## config.mk

```make
export PLATFORM = sky130hd
export DESIGN_NAME = mac_array_2x2_seq
export DESIGN_NICKNAME = d
export VERILOG_FILES = /design/src/rtl/mac_array_2x2_seq.sv
export SDC_FILE = /design/constraint.sdc
export NUM_CORES = 1
export LEC_CHECK = 0
export CAP_MARGIN = 20
export CORE_UTILIZATION = 30
export CTS_CLUSTER_SIZE = 28
export DETAILED_ROUTE_END_ITERATION = 6
export PLACE_DENSITY = 0.65
export SYNTH_ARGS = -nofsm -noshare
export SYNTH_HDL_FRONTEND = slang
export SYNTH_SLANG_ARGS = --single-unit
```

## constraint.sdc

```tcl
create_clock -name clock -period 2.56 [get_ports clock]
set_input_delay 0.256 -clock clock [delete_from_list [all_inputs] [get_ports clock]]
set_output_delay 0.256 -clock clock [all_outputs]
set_load 0.02 [all_outputs]
```

## src/rtl/mac_array_2x2_seq.sv

```systemverilog
// -----------------------------------------------------------------------------
// mac_array_2x2_seq
//
// Sequencer for the 2x2 MAC array computing C = A*B, where A is 2xK and B is
// Kx2 with K = 1..MAX_K. It takes one operand beat per step k and fans it out
// to the array operand ports. It owns all clear_all/enable traffic to the
// array. At the end of a job it captures the four accumulators and offers them
// on a valid/ready result port.
//
// Ports:
//   clock, reset        rising-edge clock, asynchronous active-low reset
//   start, k_len        job request (sampled in IDLE only), depth latched on start
//   busy, done          not-idle flag, one-cycle pulse after result handshake
//   op_valid/op_ready   operand beat handshake; op_a0/op_a1/op_b0/op_b1 data
//   res_valid/res_ready result handshake; res_c00..res_c11 captured C[i][j]
//   mac_enable          array enable (accumulate a*b)
//   mac_clear_all       array synchronous clear
//   mac_a_*/mac_b_*     array operands, zero outside FEED
//   mac_acc_*           array accumulators
// -----------------------------------------------------------------------------
module mac_array_2x2_seq #(
  parameter int DATA_WIDTH = 8,
  parameter int ACC_WIDTH  = 20,
  parameter int MAX_K      = 16,
  parameter int KW         = 5
) (
  input  logic                  clock,
  input  logic                  reset,
  input  logic                  start,
  input  logic [KW-1:0]         k_len,
  output logic                  busy,
  output logic                  done,
  input  logic                  op_valid,
  output logic                  op_ready,
  input  logic [DATA_WIDTH-1:0] op_a0,
  input  logic [DATA_WIDTH-1:0] op_a1,
  input  logic [DATA_WIDTH-1:0] op_b0,
  input  logic [DATA_WIDTH-1:0] op_b1,
  output logic                  res_valid,
  input  logic                  res_ready,
  output logic [ACC_WIDTH-1:0]  res_c00,
  output logic [ACC_WIDTH-1:0]  res_c01,
  output logic [ACC_WIDTH-1:0]  res_c10,
  output logic [ACC_WIDTH-1:0]  res_c11,
  output logic                  mac_enable,
  output logic                  mac_clear_all,
  output logic [DATA_WIDTH-1:0] mac_a_00,
  output logic [DATA_WIDTH-1:0] mac_a_01,
  output logic [DATA_WIDTH-1:0] mac_a_10,
  output logic [DATA_WIDTH-1:0] mac_a_11,
  output logic [DATA_WIDTH-1:0] mac_b_00,
  output logic [DATA_WIDTH-1:0] mac_b_01,
  output logic [DATA_WIDTH-1:0] mac_b_10,
  output logic [DATA_WIDTH-1:0] mac_b_11,
  input  logic [ACC_WIDTH-1:0]  mac_acc_00,
  input  logic [ACC_WIDTH-1:0]  mac_acc_01,
  input  logic [ACC_WIDTH-1:0]  mac_acc_10,
  input  logic [ACC_WIDTH-1:0]  mac_acc_11
);

  typedef enum logic [2:0] {
    IDLE   = 3'd0,
    CLEAR  = 3'd1,
    FEED   = 3'd2,
    DRAIN  = 3'd3,
    RESULT = 3'd4
  } state_t;

  localparam logic [KW-1:0] MAX_K_W = KW'(MAX_K);

  state_t        state, state_nx;
  logic [KW-1:0] remaining;
  logic [KW-1:0] k_clamped;
  logic          in_feed;
  logic          beat_take;
  logic          res_take;

  assign k_clamped = (k_len > MAX_K_W) ? MAX_K_W : k_len;
  assign in_feed   = (state == FEED);
  assign beat_take = in_feed && op_valid;
  assign res_take  = (state == RESULT) && res_ready;

  // State register
  always_ff @(posedge clock or negedge reset) begin
    if (!reset) state <= IDLE;
    else        state <= state_nx;
  end

  // Next-state logic
  always_comb begin
    state_nx = state;
    unique case (state)
      IDLE:   if (start) state_nx = CLEAR;
      CLEAR:  state_nx = (remaining == '0) ? DRAIN : FEED;
      // remaining <= 1 rather than == 1 so a corrupted count can never
      // strand the FSM in FEED.
      FEED:   if (beat_take && (remaining <= KW'(1))) state_nx = DRAIN;
      DRAIN:  state_nx = RESULT;
      RESULT: if (res_ready) state_nx = IDLE;
      default: state_nx = IDLE;
    endcase
  end

  // Beat counter
  always_ff @(posedge clock or negedge reset) begin
    if (!reset) begin
      remaining <= '0;
    end else if ((state == IDLE) && start) begin
      remaining <= k_clamped;
    end else if (beat_take) begin
      remaining <= remaining - KW'(1);
    end
  end

  // Result capture on the DRAIN exit edge; the last accumulate is visible
  // by then because the array updates on the edge that enters DRAIN.
  always_ff @(posedge clock or negedge reset) begin
    if (!reset) begin
      res_c00 <= '0;
      res_c01 <= '0;
      res_c10 <= '0;
      res_c11 <= '0;
    end else if (state == DRAIN) begin
      res_c00 <= mac_acc_00;
      res_c01 <= mac_acc_01;
      res_c10 <= mac_acc_10;
      res_c11 <= mac_acc_11;
    end
  end

  // done is high in the cycle after the handshake edge, alongside IDLE.
  always_ff @(posedge clock or negedge reset) begin
    if (!reset) done <= 1'b0;
    else        done <= res_take;
  end

  // Status and array control
  always_comb begin
    busy          = (state != IDLE);
    op_ready      = in_feed;
    res_valid     = (state == RESULT);
    mac_clear_all = (state == CLEAR);
    mac_enable    = beat_take;
  end

  // Operand fan-out: row operands to both columns, column operands to both rows.
  always_comb begin
    mac_a_00 = '0;
    mac_a_01 = '0;
    mac_a_10 = '0;
    mac_a_11 = '0;
    mac_b_00 = '0;
    mac_b_01 = '0;
    mac_b_10 = '0;
    mac_b_11 = '0;
    if (in_feed) begin
      mac_a_00 = op_a0;
      mac_a_01 = op_a0;
      mac_a_10 = op_a1;
      mac_a_11 = op_a1;
      mac_b_00 = op_b0;
      mac_b_10 = op_b0;
      mac_b_01 = op_b1;
      mac_b_11 = op_b1;
    end
  end

endmodule

```

==> impl_results.md <==
- Status: finished, final reports clean
- Syn Inst Count: 294
- Worst Max-Slew Pin Slew: 0.601 ns
- Fin cells: 721
- Initial DRC count: 132
- Unique masters post-synth: 35
- Setup TNS: 0 ns
- Syn Area/Cell: ~15 µm²
- CP Capture Type: output pin
- Synth top area cells: dfrtp_1, mux2_4, buf_4
- Max cap viols: 0
- # IOs: approximately 270
- Power per cell area: 1350 nW/µm²
- Worst hold path type: input port to asynchronous set/reset pin
- Die height: 123 µm
- Filler cell count: 1216
- Final Hold Fails: 0
- Drt first pass iters: 3
- Final setup vio count: 0
- Placed Cells: 704
- Clk_skew: between 0.009 and 0.01 ns
- Final period utilization: 93.0%
- Ys Warns: 0
- DRC: 0
- Initial Utilization: a little under a third
- Min Hold Slack: 0.463 ns
- Max IR drop VDD: 0.558 mV
- Fmax: approximately 420 MHz
- Final min period: 2.38 ns
- Final #Nets: 660
- Reg clk slew, reported paths: 0.07 ns
- Crit Path Category: register to output pin
- Startpoint types: register
- H-tree depth: 3
- Diode count: 0
- Vias per cell: 4.42
- Port bufs: 271
- Placed wire-length estimate: 9810 µm
- Most common library cell in the layout ignoring fill and taps: clkdlybuf4s50_1
- Grt ovf: 0
- Area of the core: between 10000 and 15000 µm²
- RSZ-0062 raised after global routing: no
- Most frequent cells in the layout: clkdlybuf4s50_1, dfrtp_1, mux2_4
- Critical path arrival: 2.12 ns
- Vias in the first global route: 3493
- Num rows: 43
- CTS Buf Count: 9
- Sequential area share after synthesis: 50.4%
- Top cell type's share of synthesized area: between 50% and 60%
- Clock buffer depth: 2
- GRT Overall Usage: 16.5%
- Drt wl/cell: 17.7 µm
- Worst R2R Path Depth: 3
- Leak: between 3 and 4 nW
- Initial antenna violation count: 0
- Vias post-DR: 3188
- Final worst setup slack: 0.180 ns
- Slew HR: 60.0%
- DIE WIDTH: 123 µm
- Multi-input logic area: approximately 1700 µm²
- CP Max Fanout: 34
- Die area: 15200 µm²
- Slew Limit Fails: 0
- CTS Root Cell: clkbuf_16
- Proportion of layout cells with a drive suffix above 1: approximately a fifth
- Dpl ws: ~0.48 ns
- Drt total wl: 12700 µm
- Register area: 2230 µm²
- Routability Congestion: 0.845
- Largest net degree at the start of global routing: 46
- #FFs+latches synth: 89
- Syn_nets: between 400 and 500
- Area growth from synthesis to layout: 65.5%
- Synth Cell Area: 4420 µm²
- Worst skew pair latency: 0.34 ns
- Detail Route Antenna Nets: 0
- CTS tree: yes
- Cell taking the most area after synthesis: dfrtp_1
- Global-route wire length before repair: 18500 µm
- CP required: around 2.3 ns
- Clock tree sinks: 89
## area by class of cell
cell class	instances	share of cell area, %
Sequential cell	89	30.5
Inverter	4	0.205
Tap cell	180	3.08
Multi-Input combinational cell	153	23.3
Timing Repair Buffer	279	38.3
Clock buffer	9	3.08
Clock inverter	7	1.51
## cell usage after synthesis
cell type / instances
dfrtp_1: 89
mux2_4: 79
buf_4: 33
and2_1: 32
buf_12: 8
nor2_1: 5
inv_1: 4
a211oi_1: 3
buf_6: 3
nand2_1: 3
nand3_1: 3
nor3_1: 3
a21oi_1: 2
and3_1: 2
buf_2: 2
ha_1: 2
o211ai_1: 2
o21ai_1: 2
a21oi_2: 1
a22oi_1: 1
a311oi_1: 1
a32oi_1: 1
and3b_1: 1
and4bb_1: 1
buf_8: 1
clkbuf_1: 1
mux2_1: 1
nand3b_4: 1
nor3b_1: 1
nor3b_2: 1
nor4b_4: 1
o21ai_0: 1
or3_1: 1
or4b_4: 1
xnor2_1: 1
## what timing repair did
action,in CTS,in global routing
resized for setup,0,1
hold endpoints to repair,44,0
setup buffers,0,0
hold buffers,1,0
setup endpoints to repair,0,1
## sequential cells by signal (all words and copies together), names as in the netlist
| register | flops |
|---|---|
| res_c00 | 20 |
| res_c10 | 20 |
| remaining | 5 |
| res_c11 | 20 |
| done | 1 |
| state | 3 |
| res_c01 | 20 |
## final timing paths
kind	slack (ns)	to	from
min in group clock	0.50	res_c11[4]$_DFFE_PN0P_	res_c11[4]$_DFFE_PN0P_
max in group asynchronous	1.41	res_c01[4]$_DFFE_PN0P_	reset
hold reg to reg	0.50	res_c11[4]$_DFFE_PN0P_	res_c11[4]$_DFFE_PN0P_
hold / removal	0.46	res_c00[4]$_DFFE_PN0P_	reset
setup reg to reg	0.73	res_c01[4]$_DFFE_PN0P_	state[2]$_DFFE_PN0P_
setup / recovery	0.18	mac_b_00[4]	state[2]$_DFFE_PN0P_
## report_power, final
group	total [W]	switching [W]	leakage, nW	internal [W]
registers	0.00258	0.000448	1.04	0.00214
clock network	0.00147	0.000597	0.160	0.000874
logic	0.00584	0.00260	2.08	0.00324
## per-stage QoR
step / cell area [µm²] / power, W / utilization, %
floorplan: 4420 / 0.00622 / -
global placement: 6960 / 0.00838 / 49.4
detailed placement: 6960 / 0.00846 / 49.4
CTS: 7310 / 0.0100 / 51.8
global route: 7310 / 0.0104 / 51.9
finish: 7310 / 0.00990 / 51.9
## routing by layer
| layer | track usage, % | share of wire [%] | wire length (µm) | vias up |
|---|---|---|---|---|
| li1 | - | - | - | 1461 |
| met1 | 16.9 | 36 | 4540 | 1534 |
| met2 | 31.2 | 54 | 6860 | 174 |
| met3 | 3.87 | 7.9 | 1000 | 19 |
| met4 | 7.76 | 2.6 | 328 | 0 |
| met5 | 0 | 0 | 0 | - |
## worst max-delay path, stage by stage (launching register included)
cell,delay [ns]
dfrtp_1,0.50
nor3b_2,0.22
buf_6,0.22
and2_1,0.21
clkdlybuf4s50_1,0.63
## logic make-up after synthesis
logic type                 Yosys count  synth area share, %
DFF                                 89                 50.4
and+or+nand+nor                     56                 8.55
adders and majority gates            2                0.566
AOI/OAI and AO/OA                   14                 2.18
muxes                               80                 27.1
buffers and inverters               52                 11.0
xor gates and xnor gates             1                0.198
Note: power is estimated with default switching activity, not from simulation.
